==> src/rtl/apb_pkg.sv <==
// Shared types and default widths for the APB requester.
package apb_pkg;

  localparam int unsigned APB_ADDR_W  = 32;
  localparam int unsigned APB_DATA_W  = 32;
  localparam int unsigned APB_TIMEOUT = 16;

  typedef enum logic [1:0] {
    IDLE,
    SETUP,
    ACCESS,
    RESP
  } apb_state_e;

endpackage

==> src/rtl/apb_requester.sv <==
// APB requester: one command in, SETUP/ACCESS on the bus, one response out.
// A wait-state timeout forces an error completion if the completer never answers.
module apb_requester
  import apb_pkg::*;
#(
  parameter int unsigned ADDR_W  = APB_ADDR_W,
  parameter int unsigned DATA_W  = APB_DATA_W,
  parameter int unsigned TIMEOUT = APB_TIMEOUT
) (
  input  logic              pclk,
  input  logic              rst,
  input  logic              cmd_valid,
  output logic              cmd_ready,
  input  logic              cmd_write,
  input  logic [ADDR_W-1:0] cmd_addr,
  input  logic [DATA_W-1:0] cmd_wdata,
  output logic              rsp_valid,
  input  logic              rsp_ready,
  output logic [DATA_W-1:0] rsp_rdata,
  output logic              rsp_err,
  output logic              rsp_tmo,
  output logic              psel,
  output logic              penable,
  output logic              pwrite,
  output logic [ADDR_W-1:0] paddr,
  output logic [DATA_W-1:0] pwdata,
  input  logic [DATA_W-1:0] prdata,
  input  logic              pready,
  input  logic              pslverr
);

  localparam int unsigned CNT_W = $clog2(TIMEOUT + 1);

  apb_state_e        state_q, state_d;
  logic [CNT_W-1:0]  cnt_q, cnt_d;
  logic              cmd_ready_q, cmd_ready_d;
  logic              psel_q, psel_d;
  logic              penable_q, penable_d;
  logic              pwrite_q, pwrite_d;
  logic [ADDR_W-1:0] paddr_q, paddr_d;
  logic [DATA_W-1:0] pwdata_q, pwdata_d;
  logic              rsp_valid_q, rsp_valid_d;
  logic [DATA_W-1:0] rsp_rdata_q, rsp_rdata_d;
  logic              rsp_err_q, rsp_err_d;
  logic              rsp_tmo_q, rsp_tmo_d;

  // Next-state and next-output computation.
  always_comb begin
    state_d     = state_q;
    cnt_d       = cnt_q;
    psel_d      = psel_q;
    penable_d   = penable_q;
    pwrite_d    = pwrite_q;
    paddr_d     = paddr_q;
    pwdata_d    = pwdata_q;
    rsp_valid_d = rsp_valid_q;
    rsp_rdata_d = rsp_rdata_q;
    rsp_err_d   = rsp_err_q;
    rsp_tmo_d   = rsp_tmo_q;

    case (state_q)
      IDLE: begin
        if (cmd_valid && cmd_ready_q) begin
          pwrite_d  = cmd_write;
          paddr_d   = cmd_addr;
          pwdata_d  = cmd_wdata;
          psel_d    = 1'b1;
          penable_d = 1'b0;
          state_d   = SETUP;
        end
      end
      SETUP: begin
        penable_d = 1'b1;
        cnt_d     = '0;
        state_d   = ACCESS;
      end
      ACCESS: begin
        // A ready completer wins over a timeout landing on the same edge.
        if (pready) begin
          rsp_rdata_d = pwrite_q ? '0 : prdata;
          rsp_err_d   = pslverr;
          rsp_tmo_d   = 1'b0;
          rsp_valid_d = 1'b1;
          psel_d      = 1'b0;
          penable_d   = 1'b0;
          state_d     = RESP;
        end else if (cnt_q == CNT_W'(TIMEOUT - 1)) begin
          rsp_rdata_d = '0;
          rsp_err_d   = 1'b1;
          rsp_tmo_d   = 1'b1;
          rsp_valid_d = 1'b1;
          psel_d      = 1'b0;
          penable_d   = 1'b0;
          state_d     = RESP;
        end else begin
          cnt_d = cnt_q + CNT_W'(1);
        end
      end
      RESP: begin
        if (rsp_ready) begin
          rsp_valid_d = 1'b0;
          state_d     = IDLE;
        end
      end
      default: state_d = IDLE;
    endcase

    cmd_ready_d = (state_d == IDLE);
  end

  always_ff @(posedge pclk) begin
    if (rst) begin
      state_q     <= IDLE;
      cnt_q       <= '0;
      cmd_ready_q <= 1'b1;
      psel_q      <= 1'b0;
      penable_q   <= 1'b0;
      pwrite_q    <= 1'b0;
      paddr_q     <= '0;
      pwdata_q    <= '0;
      rsp_valid_q <= 1'b0;
      rsp_rdata_q <= '0;
      rsp_err_q   <= 1'b0;
      rsp_tmo_q   <= 1'b0;
    end else begin
      state_q     <= state_d;
      cnt_q       <= cnt_d;
      cmd_ready_q <= cmd_ready_d;
      psel_q      <= psel_d;
      penable_q   <= penable_d;
      pwrite_q    <= pwrite_d;
      paddr_q     <= paddr_d;
      pwdata_q    <= pwdata_d;
      rsp_valid_q <= rsp_valid_d;
      rsp_rdata_q <= rsp_rdata_d;
      rsp_err_q   <= rsp_err_d;
      rsp_tmo_q   <= rsp_tmo_d;
    end
  end

  assign cmd_ready = cmd_ready_q;
  assign psel      = psel_q;
  assign penable   = penable_q;
  assign pwrite    = pwrite_q;
  assign paddr     = paddr_q;
  assign pwdata    = pwdata_q;
  assign rsp_valid = rsp_valid_q;
  assign rsp_rdata = rsp_rdata_q;
  assign rsp_err   = rsp_err_q;
  assign rsp_tmo   = rsp_tmo_q;

endmodule

==> config.mk <==
export PLATFORM = sky130hd
export DESIGN_NAME = apb_requester
export DESIGN_NICKNAME = d
export VERILOG_FILES = /design/src/rtl/apb_pkg.sv /design/src/rtl/apb_requester.sv
export SDC_FILE = /design/constraint.sdc
export NUM_CORES = 1
export LEC_CHECK = 0
export ABC_AREA = 1
export BUFFER_PORTS_ARGS = -buffer_cell sky130_fd_sc_hd__buf_4
export CAP_MARGIN = 20
export CORE_UTILIZATION = 49
export DETAILED_ROUTE_END_ITERATION = 7
export PLACE_DENSITY_LB_ADDON = 0.05
export SLEW_MARGIN = 5
export SYNTH_ARGS = -nofsm -noshare
export SYNTH_HDL_FRONTEND = slang
export SYNTH_SLANG_ARGS = --single-unit
==> constraint.sdc <==
create_clock -name pclk -period 2.8 [get_ports pclk]
set_input_delay 0.14 -clock pclk [delete_from_list [all_inputs] [get_ports pclk]]
set_output_delay 0.14 -clock pclk [all_outputs]
set_load 0.05 [all_outputs]
## Word-level counts from Yosys, hierarchy flattened

Index checks and enable logic that the tools add are counted.

- Logic and storage cells: 59
- Flip-flop bits (word level): 110

- Equality and inequality tests: 9
- Muxes and demuxes: 23
- $add $sub $neg: 1
- Reductions and logical operators: 14

Operators by type and width:

| operator | count |
|---|---|
| 32-bit two-way mux | 3 |
| 3-bit AND reduction | 4 |
| 5-bit two-way mux | 2 |
| 5-bit case mux with 2 select lines | 1 |
| 1-bit two-way mux | 9 |
| 2-bit two-way mux | 4 |
| 2-bit inequality test (second input constant) | 4 |
| 2-bit case mux with 4 select lines | 1 |
| 2-bit nonzero test | 4 |
| 5-bit by 1-bit adder with 5-bit output (second input constant) | 1 |
| 5-bit by 4-bit == test with 1-bit output (second input constant) | 1 |
| 2-bit == test (second input constant) | 2 |
| 2-bit logical NOT | 2 |
| 1-bit case mux with 2 select lines | 2 |
| 2-bit AND reduction | 2 |
| 3-bit inequality test (second input constant) | 1 |
| 1-bit case mux with 3 select lines | 1 |
| 3-bit nonzero test | 1 |
| 2-bit by 1-bit == test with 1-bit output (second input constant) | 1 |
| 1-bit logical AND | 1 |

## Longest topological paths before layout

Gate-level depths: netlist (run 1).

- Depth after elaboration: 5
- Mapped depth: 11
- Mapped depth without buffers: 10

## Least setup slack after synthesis (run 1)

No wires, ideal clock.

- Path kind: reg-to-reg
- Start: register cnt_q[0]
- End: register rsp_rdata_q[13] (netlist: rsp_rdata[13])
- Arrival: 1,477 ps
- Setup slack: 1,195 ps
- Period minus slack after synthesis: 1,605 ps
- Required time: 2,672 ps
- Path buffers: 2
- Stages on the path, launching flop included: 11
- Cell sequence: dfxtp_1 > ha_1 > nand2_1 > nor2_1 > ha_1 > nor2_1 > nor2_4 > buf_6 > buf_4 > o21ai_1 > nor2_1

- Cells in the longest elaborated chain, start to end: 3

RTL lines:

| what | line | source |
|---|---|---|
| from (decl) | apb_requester.sv:35 | `logic [CNT_W-1:0] cnt_q, cnt_d;` |
| from (signal assigned) | apb_requester.sv:127 | `cnt_q <= cnt_d;` |
| 5-bit by 4-bit == test with 1-bit output | apb_requester.sv:87 | `end else if (cnt_q == CNT_W'(TIMEOUT - 1)) begin` |
| 2-bit nonzero test (no line) | -- |  |
| 2-bit AND reduction (no line) | -- |  |
| to (signal assigned) | apb_requester.sv:135 | `rsp_rdata_q <= rsp_rdata_d;` |
| to (decl) | apb_requester.sv:43 | `logic [DATA_W-1:0] rsp_rdata_q, rsp_rdata_d;` |

No other way between the ends.
A chain may end at the register's enable or synchronous reset.

## Worst setup path in the final report (run 1)

- Start: register cnt_q[1]
- End: register rsp_rdata_q[2] (netlist: rsp_rdata[2])

The elaborated chain is that of the path after synthesis.

==> flow_metrics.tcl, run 1 <==
set metrics [dict create \
    vias 4043 \
    drt_iter0_markers 154 \
    run_status "finished, final reports clean" \
    min_from "cmd_wdata[9]" \
    synth-edff-count 0 \
    io_buffers 205 \
    yosys_warnings 0 \
    hp-class "in2reg" \
    clock_path_buffers 2 \
    synth_cell_types 19 \
    ctsRootBufferMaster "clkbuf_8" \
    synth_area_um2 4110 \
    grt_overflow 0 \
    critPathLaunchType "register" \
    finalHoldViolations 0 \
    die_w_um 93.6 \
    synth.top_cell.area_share_pct 53.5 \
    drv_slew 0 \
    htree_levels 3 \
    place_area_um2 5590 \
    stdcell_area_um2 5800 \
    synth_area_leaders "dfxtp_1, nor2_1, o21ai_0" \
    p_leak_nw 2.69 \
    antennaDiodeCount 0 \
    routed_wl_um 10400 \
    synth_most_common_cell "nor2_1" \
    fmax_ghz 0.502 \
    rsz0062_at_grt "no" \
    p_per_area_nw_per_um2 731 \
    firstDrtPassIters 4 \
    syn_area_per_cell_um2 7.60 \
    cp.arrival_ns 2.22 \
    drv_cap 0 \
    period_share_pct 71.1 \
    initial_core_util_pct 50.3 \
    required_ns 3.03 \
    cts_tree "built" \
    clk_pin_slew_worst_paths_ns 0.10 \
    ys_seq_area_share_pct 53.5 \
    ant_nets 0 \
    dp_hpwl_um 7190 \
    drive_gt1_share_pct 31.3 \
    clock_sinks 110 \
    numCtsBuffers 9 \
    synth_flop_cell "dfxtp_1" \
    path_class "reg2reg" \
    pre_cts_ws_ns 0.869 \
    io_pins 206 \
    grt_pass1_vias 3491 \
    synth_fp_nets 646 \
    relSlewSlack_pct 61.2 \
    hold_ws_ns 0.0259 \
    ys_ff_latch 110 \
    crit_fanout 66 \
    areaGrowthSynthToFinish_pct 41.0 \
    place.gp.congestion 0.828 \
    clk-insertion-delay-late_ns 0.36 \
    vias_per_cell 4.82 \
    drt-wirelength-per-cell_um 12.4 \
    die_h_um 93.6 \
    ys_async_sr_fraction_pct 0 \
    setup_slack_ns 0.808 \
    setup-violations-final 0 \
    coreArea_um2 8180 \
    yosysTopAreaCell "dfxtp_1" \
    cts_resized 0 \
    rows 33 \
    cts_hold_buf 0 \
    nNetsFinal 834 \
    reg2reg_from "cnt_q[1]" \
    cts_setup_buffers 0 \
    tns_ns 0 \
    grt_max_degree 69 \
    post-route-drc-count 0 \
    grt_pass1_wl_um 16100 \
    crit_path_end_kind "register" \
    die_area_um2 8770 \
    grtUsageTotal_pct 23.4 \
    crit_start "cnt_q[1]" \
    syn_inst 541 \
    max_slew.worst_pin.slew_ns 0.581 \
    peakVddDrop_mv 0.374 \
    ys_top_cells_by_count "nor2_1, dfxtp_1, nand2_1, o21ai_0, o21ai_1" \
    period_needed_ns 1.99 \
    antenna_found_initial 0 \
    fin_skew_ns 0.0136 \
]
[critical path, stage by stage, from the launching register on]
cell	delay, ns
dfxtp_1	0.38
ha_1	0.19
nand2_1	0.07
nor2_1	0.10
ha_1	0.17
nor2_1	0.08
nor2_4	0.09
buf_4	0.49
nand2_1	0.13
o21ai_1	0.12
nor2_1	0.05
[cell usage in the layout, fill, tap and decap left out, drive strengths merged]
cell type / netlist / layout
clkinvlp: 0 / 2
buf: 21 / 210
nand2: 80 / 80
clkbuf: 15 / 12
a21oi: 9 / 9
inv: 13 / 12
nand4: 1 / 1
o21ai: 100 / 100
nand3: 9 / 9
ha: 2 / 2
clkinv: 0 / 3
dfxtp: 110 / 110
nor2: 181 / 181
dlygate4sd3: 0 / 3
[worst paths after layout]
path	endpoint	slack, ns	cells past startpoint
setup reg to reg	rsp_rdata[2]	0.81	10
hold reg to reg	psel	0.48	2
setup / recovery	rsp_rdata[2]	0.81	10
hold / removal	pwdata[9]	0.03	3
[cells by family (layout without fill, tap and decap cells)]
logic type               after synthesis  in the layout  synth area share [%]
AND/OR/NAND/NOR                      271            271                  25.5
flip-flops                           110            110                  53.5
AO/OA/AOI/OAI                        109            109                  13.3
buffers and inverters                 49            242                  7.06
adder cells (fa/ha/maj)                2              2                 0.608
[registers in the layout, indices dropped and copies added (netlist names)]
signal / flops
cmd_ready: 1
cnt_q: 5
paddr: 32
penable: 1
psel: 1
pwdata: 32
pwrite: 1
rsp_err: 1
rsp_rdata: 32
rsp_tmo: 1
rsp_valid: 1
state_q: 2
[where the power goes]
group | leakage, nW | total [mW] | switching (mW) | internal, mW
Clock | 0.0828 | 0.881 | 0.527 | 0.353
Sequential | 0.903 | 1.85 | 0.0991 | 1.75
Combinational | 1.70 | 1.51 | 1.04 | 0.475
[area by class of cell]
type / instances / area (um^2)
clock buffers: 12 / 145
clock inverters: 4 / 32.5
fillers: 689 / 2370
inverters: 13 / 48.8
multi-input cells: 382 / 1620
flip-flops and latches: 110 / 2200
well taps: 105 / 131
repair buffers: 213 / 1620
[layer usage]
metal | vias up | global-route usage (%) | wire [um]
li1 | 2084 | - | -
met4 | 0 | 9.10 | 270
met3 | 20 | 8.78 | 910
met1 | 1789 | 27.8 | 4340
met5 | - | 0 | 0
met2 | 150 | 38.1 | 4910
[stage by stage]
stage	utilization (%)	power (mW)	cells
6_report	71.0	4.24	839
5_1_grt	71.0	4.47	839
4_1_cts	70.6	4.27	836
3_5_place_dp	68.4	3.40	820
3_3_place_gp	68.4	3.37	820
2_1_floorplan	-	2.95	541
Note: power is estimated with default switching activity, not from simulation.
==> inputs of run 2 (changes only) <==
- CORE_UTILIZATION: 49 -> 45
- clock period: 2.8 -> 2.08 ns (I/O delays scaled with it)
==> run 2 against run 1 <==
Effect of this change: global-route usage grew 0.50 points; the run now ends with DRC left; power grew 39%; final cell count grew 6.1%; largest power group unchanged; setup slack lost 0.45 ns; flip-flop and latch count is the same; via count grew 4.6%; sequential power grew 35%; non-clock buffer count grew 48; die area grew 8.7%; highest routed layer unchanged; critical path depth grew 1; hold slack lost 0.018 ns; clock skew shrank 0.0025 ns.
==> flow_metrics.tcl, run 2 (synthesized netlist as in run 1, its figures left out) <==
set metrics [dict create \
    drive_gt1_share_pct 29.7 \
    run_status "finished with violations" \
    initial_core_util_pct 46.7 \
    cp_num_cells 11 \
    routed_wl_um 11200 \
    violations "DRC" \
    place.gp.congestion 0.779 \
    die_area_um2 9530 \
    fillers 713 \
    p_leak_nw 2.89 \
    htree_levels 3 \
    drv_slew 0 \
    period_needed_ns 1.72 \
    crit_chain "ha_1 -> nand2_1 -> nor2_1 -> ha_1 -> nor2_1 -> nor2_4 -> buf_12 -> nor2_1 -> nand2_1 -> nand2_1 -> inv_1" \
    required_ns 2.35 \
    ctsRootBufferMaster "clkbuf_8" \
    path_class "reg2reg" \
    setup_slack_ns 0.358 \
    cp.buffers_inverters 2 \
    io_buffers 205 \
    numCtsBuffers 9 \
    finalHoldViolations 0 \
    critPathLaunchType "register" \
    p_per_area_nw_per_um2 933 \
    grt_overflow 0 \
    cts_tree "built" \
    post-route-drc-count 28 \
    clk-insertion-delay-late_ns 0.36 \
    setup-violations-final 0 \
    hp-class "in2reg" \
    cp_slowest_cell "dfxtp_1" \
    grt_pass1_wl_um 18400 \
    grt_max_degree 75 \
    dp_hpwl_um 7070 \
    cts_hold_buf 49 \
    antenna_found_initial 0 \
    placed_cells 825 \
    grt_pass1_vias 3906 \
    firstDrtPassIters 6 \
    cts_setup_buffers 0 \
    fmax_ghz 0.581 \
    cts_resized 0 \
    die_w_um 97.6 \
    pre_cts_ws_ns 0.358 \
    clock_path_buffers 2 \
    vias 4228 \
    layout.cells.non_filler 890 \
    ant_nets 0 \
    peakVddDrop_mv 0.438 \
    drt_iter0_markers 182 \
    relSlewSlack_pct 57.7 \
    grtUsageTotal_pct 23.9 \
    tns_ns 0 \
    most-common-layout-cells "buf_4, nor2_1, dfxtp_1" \
    rows 34 \
    die_h_um 97.6 \
    cpPeakStageDelay_ns 0.33 \
    rsz0062_at_grt "no" \
    period_share_pct 82.8 \
    drv_cap 0 \
    cp.arrival_ns 1.99 \
    clock_sinks 110 \
    antennaDiodeCount 0 \
    whs_path_depth 3 \
    nNetsFinal 882 \
    coreArea_um2 8810 \
    vias_per_cell 4.75 \
    r2r_cells 11 \
    crit_fanout 66 \
    crit_path_end_kind "register" \
    io_pins 206 \
    max_slew.worst_pin.slew_ns 0.634 \
    drt-wirelength-per-cell_um 12.5 \
    areaGrowthSynthToFinish_pct 53.3 \
    critical-path-top-delay-family "simple AND/OR/NAND/NOR gates" \
    fin_skew_ns 0.0111 \
    layout_commonest_cell "buf_4" \
    clk_pin_slew_worst_paths_ns 0.10 \
]
run 2: changes by cell type in the layout (fill, tap and decap cells not counted), sizes merged:
cell         delta
dlygate4sd3    +46
clkbuf          -1
buf             +2
clkinvlp        +2
clkinv          -2
bufinv          +1
run 2: power by group:
group          internal [mW]  total [mW]  switching (mW)
sequential              2.36        2.49           0.132
clock                  0.558        1.26           0.699
combinational          0.709        2.14            1.43
total                   3.62        5.88            2.26
run 2: cell type report:
| type | instances | area (um^2) | area share [%] |
|---|---|---|---|
| clock buffers | 11 | 131 | 2.08 |
| well taps | 108 | 135 | 2.14 |
| repair buffers | 261 | 2110 | 33.4 |
| flip-flops and latches | 110 | 2200 | 34.9 |
| multi-input cells | 382 | 1620 | 25.7 |
| clock inverters | 5 | 60.1 | 0.952 |
| inverters | 13 | 48.8 | 0.774 |
run 2: worst register-to-register path: stages, from the launching register on:
cell and delay (ns):
dfxtp_1 0.33, ha_1 0.20, nand2_1 0.09, nor2_1 0.05, ha_1 0.19, nor2_1 0.21, nor2_4 0.07, buf_12 0.20
nor2_1 0.14, nand2_1 0.06, nand2_1 0.06, inv_1 0.04
run 2: per-layer routing:
layer,up-vias,track usage (%),part of all wire (%),wire length [um]
met4,0,10.6,2.7,302
met3,26,5.83,7.5,832
met2,150,40.3,48,5380
li1,2179,-,-,-
met1,1873,28.8,42,4650
met5,-,0,0,0
run 2: through the flow:
| stage | utilization [%] | hold WS (ns) | power [mW] | area (um^2) |
|---|---|---|---|---|
| after floorplan | - | 0.239 | 3.97 | 4110 |
| final | 71.6 | 0.00788 | 5.88 | 6310 |
| after global placement | 63.9 | 0.329 | 4.56 | 5620 |
| after detailed placement | 63.9 | 0.336 | 4.60 | 5620 |
| after global routing | 71.6 | 0.00843 | 6.18 | 6310 |
| after CTS | 71.6 | 0.000613 | 5.92 | 6310 |
run 2: final timing paths:
kind | from | endpoint | slack (ns)
max | cnt_q[0] | state_q[0] | 0.36
min | cmd_wdata[30] | pwdata[30] | 0.008
max reg2reg | cnt_q[0] | state_q[0] | 0.36
min reg2reg | rsp_rdata[31] | rsp_rdata[31] | 0.48
